$ cat src/rtl/neighbour_rule_pipe.sv
// neighbour_rule_pipe
//   Two-stage, valid/ready pipelined cellular-automaton rule evaluator.
//   S1 registers the live-neighbour count and the centre bit of an incoming
//   3x3 window. S2 registers the next-generation state and the count. A
//   saturating counter tallies delivered results whose cell is alive.
//
// Ports
//   clk         : sole clock, rising-edge
//   rst_n       : synchronous, active-low reset
//   in_valid    : in_window holds a neighbourhood
//   in_ready    : block accepts in_window this cycle
//   in_window   : 3x3 neighbourhood, row-major, bit 4 = centre cell
//   out_valid   : out_alive/out_count hold a result
//   out_ready   : downstream accepts the result this cycle
//   out_alive   : next-generation state of the centre cell
//   out_count   : live-neighbour count, 0..8
//   stats_clr   : synchronous clear of alive_total (wins over increment)
//   alive_total : saturating count of delivered results with out_alive=1

module full_adder (
  input  logic a,
  input  logic b,
  input  logic cin,
  output logic sum,
  output logic cout
);
  assign sum  = a ^ b ^ cin;
  assign cout = (a & b) | (a & cin) | (b & cin);
endmodule

module neighbour_rule_pipe #(
  parameter logic [8:0] BIRTH_MASK   = 9'b0_0000_1000,
  parameter logic [8:0] SURVIVE_MASK = 9'b0_0000_1100,
  parameter int         CNT_W        = 16
) (
  input  logic             clk,
  input  logic             rst_n,
  input  logic             in_valid,
  output logic             in_ready,
  input  logic [8:0]       in_window,
  output logic             out_valid,
  input  logic             out_ready,
  output logic             out_alive,
  output logic [3:0]       out_count,
  input  logic             stats_clr,
  output logic [CNT_W-1:0] alive_total
);

  // ---------------------------------------------------------------------
  // Neighbour count: carry-save tree of full adders over the 8 neighbours
  // ---------------------------------------------------------------------
  logic [7:0] nb;
  assign nb = {in_window[8:5], in_window[3:0]};

  // First level compresses neighbours 0..5 into two weight-1 sums and two
  // weight-2 carries.
  logic [1:0] l1_sum;
  logic [1:0] l1_carry;

  genvar gi;
  generate
    for (gi = 0; gi < 2; gi++) begin : g_l1
      full_adder u_fa (
        .a    (nb[3*gi]),
        .b    (nb[3*gi+1]),
        .cin  (nb[3*gi+2]),
        .sum  (l1_sum[gi]),
        .cout (l1_carry[gi])
      );
    end
  endgenerate

  logic c_sum, c_carry, d_sum, d_carry;
  logic e_sum, e_carry, f_sum, f_carry;
  logic g_sum, g_carry;

  // Weight 1: remaining sums plus neighbours 6 and 7 -> count bit 0.
  full_adder u_fa_c (.a(l1_sum[0]), .b(l1_sum[1]), .cin(nb[6]), .sum(c_sum), .cout(c_carry));
  full_adder u_fa_d (.a(c_sum), .b(nb[7]), .cin(1'b0), .sum(d_sum), .cout(d_carry));
  // Weight 2: four carries -> count bit 1.
  full_adder u_fa_e (.a(l1_carry[0]), .b(l1_carry[1]), .cin(c_carry), .sum(e_sum), .cout(e_carry));
  full_adder u_fa_f (.a(e_sum), .b(d_carry), .cin(1'b0), .sum(f_sum), .cout(f_carry));
  // Weight 4: two carries -> count bits 2 and 3 (8 neighbours = 4'b1000).
  full_adder u_fa_g (.a(e_carry), .b(f_carry), .cin(1'b0), .sum(g_sum), .cout(g_carry));

  logic [3:0] count;
  assign count = {g_carry, g_sum, f_sum, d_sum};

  // ---------------------------------------------------------------------
  // Pipeline state and handshake
  // ---------------------------------------------------------------------
  logic             s1_valid_reg;
  logic [3:0]       s1_count_reg;
  logic             s1_centre_reg;
  logic             s2_valid_reg;
  logic             s2_alive_reg;
  logic [3:0]       s2_count_reg;
  logic [CNT_W-1:0] alive_total_reg;

  logic s1_ready, s2_ready, out_fire, next_alive;

  assign s2_ready = !s2_valid_reg || out_ready;
  assign s1_ready = !s1_valid_reg || s2_ready;
  // Equivalent to !s1_valid || !s2_valid || out_ready, held low in reset.
  assign in_ready = rst_n && s1_ready;
  assign out_fire = s2_valid_reg && out_ready;

  assign next_alive = s1_centre_reg ? SURVIVE_MASK[s1_count_reg]
                                    : BIRTH_MASK[s1_count_reg];

  always_ff @(posedge clk) begin
    if (!rst_n) begin
      s1_valid_reg    <= 1'b0;
      s1_count_reg    <= 4'd0;
      s1_centre_reg   <= 1'b0;
      s2_valid_reg    <= 1'b0;
      s2_alive_reg    <= 1'b0;
      s2_count_reg    <= 4'd0;
      alive_total_reg <= '0;
    end else begin
      if (s1_ready) begin
        s1_valid_reg <= in_valid;
        if (in_valid) begin
          s1_count_reg  <= count;
          s1_centre_reg <= in_window[4];
        end
      end
      // Result registers are zeroed when S2 empties so the outputs read 0
      // whenever out_valid is low.
      if (s2_ready) begin
        s2_valid_reg <= s1_valid_reg;
        s2_alive_reg <= s1_valid_reg && next_alive;
        s2_count_reg <= s1_valid_reg ? s1_count_reg : 4'd0;
      end
      if (stats_clr) begin
        alive_total_reg <= '0;
      end else if (out_fire && s2_alive_reg && (alive_total_reg != {CNT_W{1'b1}})) begin
        alive_total_reg <= alive_total_reg + 1'b1;
      end
    end
  end

  assign out_valid   = s2_valid_reg;
  assign out_alive   = s2_alive_reg;
  assign out_count   = s2_count_reg;
  assign alive_total = alive_total_reg;

endmodule

$ cat config.mk
export PLATFORM = sky130hd
export DESIGN_NAME = neighbour_rule_pipe
export DESIGN_NICKNAME = d
export VERILOG_FILES = /design/src/rtl/neighbour_rule_pipe.sv
export SDC_FILE = /design/constraint.sdc
export NUM_CORES = 1
export LEC_CHECK = 0
export ABC_AREA = 0
export BUFFER_PORTS_ARGS = -buffer_cell sky130_fd_sc_hd__buf_2
export CAP_MARGIN = 0
export CORE_MARGIN = 2
export CORE_UTILIZATION = 52
export DETAILED_ROUTE_END_ITERATION = 16
export GPL_ROUTABILITY_DRIVEN = 0
export MAX_ROUTING_LAYER = met4
export PLACE_DENSITY = 0.82
export SLEW_MARGIN = 25
export SYNTH_ARGS = -nofsm -noshare
export SYNTH_HDL_FRONTEND = slang
export SYNTH_SLANG_ARGS = --single-unit
$ cat constraint.sdc
create_clock -name clk -period 3.8 [get_ports clk]
set_clock_uncertainty 0.2 [all_clocks]
set_input_delay 0.57 -clock clk [delete_from_list [all_inputs] [get_ports clk]]
set_output_delay 0.57 -clock clk [all_outputs]
set_load 0.02 [all_outputs]
* After elaboration in Yosys (flattened, before gate mapping)
Memory sizes are Yosys's and may differ from the RTL's. A register that Yosys moved wholly into a read port is not among the register bits. Cells that the tools add are included. W data, S select, Z words.
Storage, ports and cells: bits in registers 28, bits in latches 0, RAM bits 0, bits in read-only memories 32, input bits 14, output and inout port bits 23, word-level logic and storage cells 66, memories kept 2
Memory list:
- (name not given) | words 16, bits a word 1, read ports 1, clocked after Yosys merged registers in 1, wr ports 0, line 109 | : BIRTH_MASK[s1_count_reg];
- (name not given) | words 16, bits a word 1, read ports 1, clocked after Yosys merged registers in 1, wr ports 0, line 108 | assign next_alive = s1_centre_reg ? SURVIVE_MASK[s1_count_reg]
Cells by class: add/subtract/negate cells 1, multipliers 0, divide/modulo/power cells 0, magnitude comparators 1, equal/unequal tests 1, shift operators 0, multiplexer cells 8, bitwise operators 35, reduce and logical (&&, ||, !) cells 11
Operator list (count):
- $mux W4 | 5
- $add A16 B1 Y16 const B | 1
- $ne A16 B16 Y1 const B | 1
- $and A1 B1 Y1 | 15
- $xor A1 B1 Y1 | 11
- $or A1 B1 Y1 | 8
- $logic_and A1 B1 Y1 | 5
- $lt A4 B5 Y1 const B | 1
- $mux W1 | 3
- $logic_not A1 Y1 | 2
- $logic_or A1 B1 Y1 | 2
- $reduce_and A2 Y1 | 1
- $reduce_or A2 Y1 | 1
- $not A1 Y1 | 1

* Longest topological paths before layout
depth after elaboration 11, mapped depth 9, depth with buffers taken out 9

* Hierarchy
Synthesis repeated with hierarchy kept, for this count alone.
Second synthesis, totals: cells, all modules 161, area, all modules 1570.3 µm²
Modules (own cells, without submodules):
- neighbour_rule_pipe | times used 1, cells each 154, area an instance 1430.1 µm²
- full_adder | times used 7, cells each 1, area an instance 20.0 µm²

* Worst setup path before layout
Ideal clock, no wire load.
path kind input to register, start input port in_window[0], end register (tool-made name), arrival 3200 ps, data required time 3514 ps, path slack 314 ps, stages 9, path buffers 0, path through fa_1 > inv_1 > fa_1 > fa_1 > inv_1 > ha_1 > ha_1 > or4b_1 > a211oi_1
RTL lines:
- start, declared | line 40 | input logic [8:0] in_window,

==> results.txt <==
----------------------------------------------------
[Yosys]
  Main synth FF type ... sky130_fd_sc_hd__dfxtp_1
  FF+latch count, synth ... 30
  Net count of the mapped netlist ... 197
  Largest area contributor in the netlist ... sky130_fd_sc_hd__dfxtp_1
  Cell types with the largest area share after synthesis ... sky130_fd_sc_hd__dfxtp_1, sky130_fd_sc_hd__a21oi_1, sky130_fd_sc_hd__fa_1, sky130_fd_sc_hd__nand2_1, sky130_fd_sc_hd__or4_1
  Count of unique library cells instantiated by Yosys ... 36
  Synthesized instance count ... 175
  Synth Warn # ... 0
  Commonest cells in the netlist ... sky130_fd_sc_hd__dfxtp_1, sky130_fd_sc_hd__nand2_1, sky130_fd_sc_hd__a21oi_1
  Area fraction of the dominant cell type after synthesis ... 39.25%
  Number of enable flip-flop cells after synthesis ... 0
  Most numerous cell in the Yosys netlist ... sky130_fd_sc_hd__dfxtp_1
  Post-synthesis area per instance ... 8.744 µm²
  Share of the yosys chip area belonging to registers ... 39.25%
  Async set-reset flop share out of synthesis ... 0%
  Syn Std Cell Area ... 1530 µm²

[Setup path]
  Largest stage delay, worst path ... 550 ps
  Arr. time, crit path ... 3430 ps
  Cell chain of the critical path ... buf_2 -> fa_1 -> inv_1 -> fa_1 -> fa_1 -> inv_1 -> ha_1 -> ha_1 -> or4b_1 -> a211oi_1
  Critical path buffer and inverter count ... 3
  Critical path's slowest cell ... sky130_fd_sc_hd__or4b_1
  Critical Path RT ... 3850 ps
  Type of destination of the critical path ... register
  Category of the worst setup path launch point ... input port
  Cell with the most instances on the worst path ... sky130_fd_sc_hd__fa_1
  Critical path fanouts, max ... 2
  Crit-path leading delay family ... adder cells
  Type of the worst setup path ... input port to register

[Timing]
  Final-report setup violation count ... 0
  Slew margin rel. ... 62.40%
  Final max-slew violation count ... 0
  Setup repair after global routing missed its margin ... no
  Post-layout minimum cycle time ... 3381 ps
  Final critical-path share of the clock period ... 88.96%
  Slew at the pin closest to its max-slew limit ... 558.1 ps
  Number of failing hold endpoints at the final stage ... 0
  Worst Setup Slack, final ... 419.4 ps
  Final sum of negative setup slack ... 0 ps
  Timing-limited maximum frequency ... 295.8 MHz

[Clocking]
  Clk_lat worst skew ... 320 ps
  Clock tree from TritonCTS ... yes
  Clock root buffer ... sky130_fd_sc_hd__clkbuf_4
  CTS H-tree depth ... 2
  Hold buffers post-CTS ... 0
  Number of gates given a new drive strength after cts ... 0
  Worst-case clock buffer depth ... 2
  Post-CTS setup buffers ... 0
  CTS buffer count ... 5
  Sinks on the clock net ... 30
  Clock-pin slew of the registers on the worst-case setup and hold paths ... 90 ps

[Detailed routing]
  DRC violation count after routing ... 0
  Drt total wl ... 3413 µm
  Detail-routed net length per standard cell ... 14.16 µm
  Vias after detailed routing ... 1450
  Detailed-route vias per instance ... 6.017
  First-pass iteration count of the detailed router ... 4
  Antenna viol nets, final ... 0
  Number of DRC markers after the initial detailed-route iteration ... 66

[Final layout]
  Number of flip-flops in the largest register ... 16
  Filler instances ... 258
  Area delta synth->final ... 13.66%
  Fin nets ... 232
  Share of layout cells above drive strength 1 ... 21.90%
  Number of diodes ... 0

[Run]
  Maxcap violations ... 0

[Die]
  FP Rows ... 19
  Horizontal die dimension ... 58.25 µm
  Core area ... 2781 µm²
  Area enclosed by the die boundary ... 3392 µm²
  Initial Util ... 55.02%
  Die Y-Extent ... 58.25 µm
  IO Pins ... 37

[Global route]
  Total Routing Usage GR ... 23.56%
  Initial antenna violation count ... 0
  Via count of the first global-routing pass ... 1382
  Sum of overflow across all layers after global routing ... 0
  Global-route wire length before repair ... 5844 µm
  Maximum number of pins on one net before global-route repair ... 18

[Placement]
  Post-detail-place hpwl ... 2606 µm
  Worst slack at placement ... 69.53 ps
  Number of buffer cells added on primary ports ... 36

[Hold path]
  Worst Hold Class ... register to register

[Power and ir drop]
  Power density cells ... 340.5 nW/µm²
  Leak pwr ... 0.0007408 µW
  Maximum VDD drop ... 0.0003274 V

[Run status]
  Outcome ... complete, no violations

----------------------------------------------------
## cells in the final DEF, fill, tap and decap left out
cell type                   count
sky130_fd_sc_hd__o211ai_1       2
sky130_fd_sc_hd__ha_1           4
sky130_fd_sc_hd__xnor2_1        1
sky130_fd_sc_hd__clkinv_2       2
sky130_fd_sc_hd__mux2i_1        5
sky130_fd_sc_hd__o21ai_0        7
sky130_fd_sc_hd__nor2b_1        1
sky130_fd_sc_hd__or4b_1         1
sky130_fd_sc_hd__o31ai_1        6
sky130_fd_sc_hd__nor3_1         1
sky130_fd_sc_hd__and4_4         1
sky130_fd_sc_hd__o41ai_1        1
sky130_fd_sc_hd__buf_2         36
sky130_fd_sc_hd__a211oi_1       2
sky130_fd_sc_hd__nand3_1        7
sky130_fd_sc_hd__mux2_2         1
sky130_fd_sc_hd__nand4_1        6
sky130_fd_sc_hd__nor3b_1        1
sky130_fd_sc_hd__a21o_1         1
sky130_fd_sc_hd__dfxtp_1       30
sky130_fd_sc_hd__fa_1           4
sky130_fd_sc_hd__a21oi_1       18
sky130_fd_sc_hd__or4_1          7
sky130_fd_sc_hd__inv_1         13
sky130_fd_sc_hd__nand2_1       19
sky130_fd_sc_hd__and4_1         4
sky130_fd_sc_hd__or3_1          5
sky130_fd_sc_hd__and3_1         4
sky130_fd_sc_hd__nor2_1         9
sky130_fd_sc_hd__o311ai_0       1
sky130_fd_sc_hd__o21ai_2        1
sky130_fd_sc_hd__o2111ai_1      1
sky130_fd_sc_hd__nor4_1         1
sky130_fd_sc_hd__nand2b_1       2
sky130_fd_sc_hd__clkbuf_4       5
## metrics by stage
stage | hold slack (ps) | power, µW | area (µm²) | util (%) | std cells
6_report | 267.2 | 592.1 | 1739 | 62.53 | 241
5_1_grt | 269.5 | 630.2 | 1739 | 62.53 | 241
4_1_cts | 265.3 | 598.1 | 1739 | 62.53 | 241
3_5_place_dp | 253.8 | 429.4 | 1692 | 60.82 | 234
3_3_place_gp | 239.1 | 420.4 | 1692 | 60.82 | 234
2_1_floorplan | 236.0 | 398.8 | 1530 | - | 175
## worst min-delay path, stage by stage, from the launching register on
cell and delay, ps:
sky130_fd_sc_hd__dfxtp_1 320, sky130_fd_sc_hd__nand2_1 60, sky130_fd_sc_hd__a21oi_1 50
## worst paths after layout
kind | from | end | slack (ps) | depth (start not counted)
worst min register to register | out_count[2]$_SDFFE_PN0P_ | out_count[2]$_SDFFE_PN0P_ | 270 | 2
worst min-delay path | out_count[2]$_SDFFE_PN0P_ | out_count[2]$_SDFFE_PN0P_ | 270 | 2
worst max register to register | alive_total[0]$_SDFFE_PP0P_ | alive_total[5]$_SDFFE_PP0P_ | 1800 | 5
worst max-delay path | in_window[0] | register | 420 | 10
## layout make-up
class / instances / area, µm² / share of cell area [%]
inverters: 13 / 48.80 / 2.806
well taps: 31 / 38.79 / 2.230
multi-input cells: 124 / 823.3 / 47.34
clock buffers: 5 / 37.54 / 2.158
flip-flops and latches: 30 / 600.6 / 34.53
repair buffers: 36 / 180.2 / 10.36
clock inverters: 2 / 10.01 / 0.5755
## routing by layer
| layer | share of wire [%] | up-vias | track usage (%) | wire length [µm] |
|---|---|---|---|---|
| li1 | - | 709 | - | - |
| met1 | 42 | 680 | 25.87 | 1424 |
| met2 | 50 | 52 | 38.96 | 1723 |
| met3 | 5.2 | 9 | 7.143 | 177 |
| met4 | 2.6 | 0 | 10.96 | 88 |
| met5 | 0 | - | - | 0 |
## power by group
part	internal [µW]	switching [µW]
clock	66.3	105
sequential	327	7.40
combinational	37.6	49.0
## cells by family (layout without fill, tap and decap cells)
| group | Yosys count | after routing | share of synthesized area, % |
|---|---|---|---|
| DFF | 30 | 30 | 39.25 |
| buffers and inverters | 21 | 56 | 6.950 |
| adders and majority gates | 8 | 8 | 8.504 |
| muxes | 6 | 6 | 4.007 |
| and+or+nand+nor | 69 | 69 | 24.86 |
| AOI/OAI and AO/OA | 40 | 40 | 15.86 |
| xor gates and xnor gates | 1 | 1 | 0.5725 |
No activity file was read; power rests on OpenSTA's default activity.
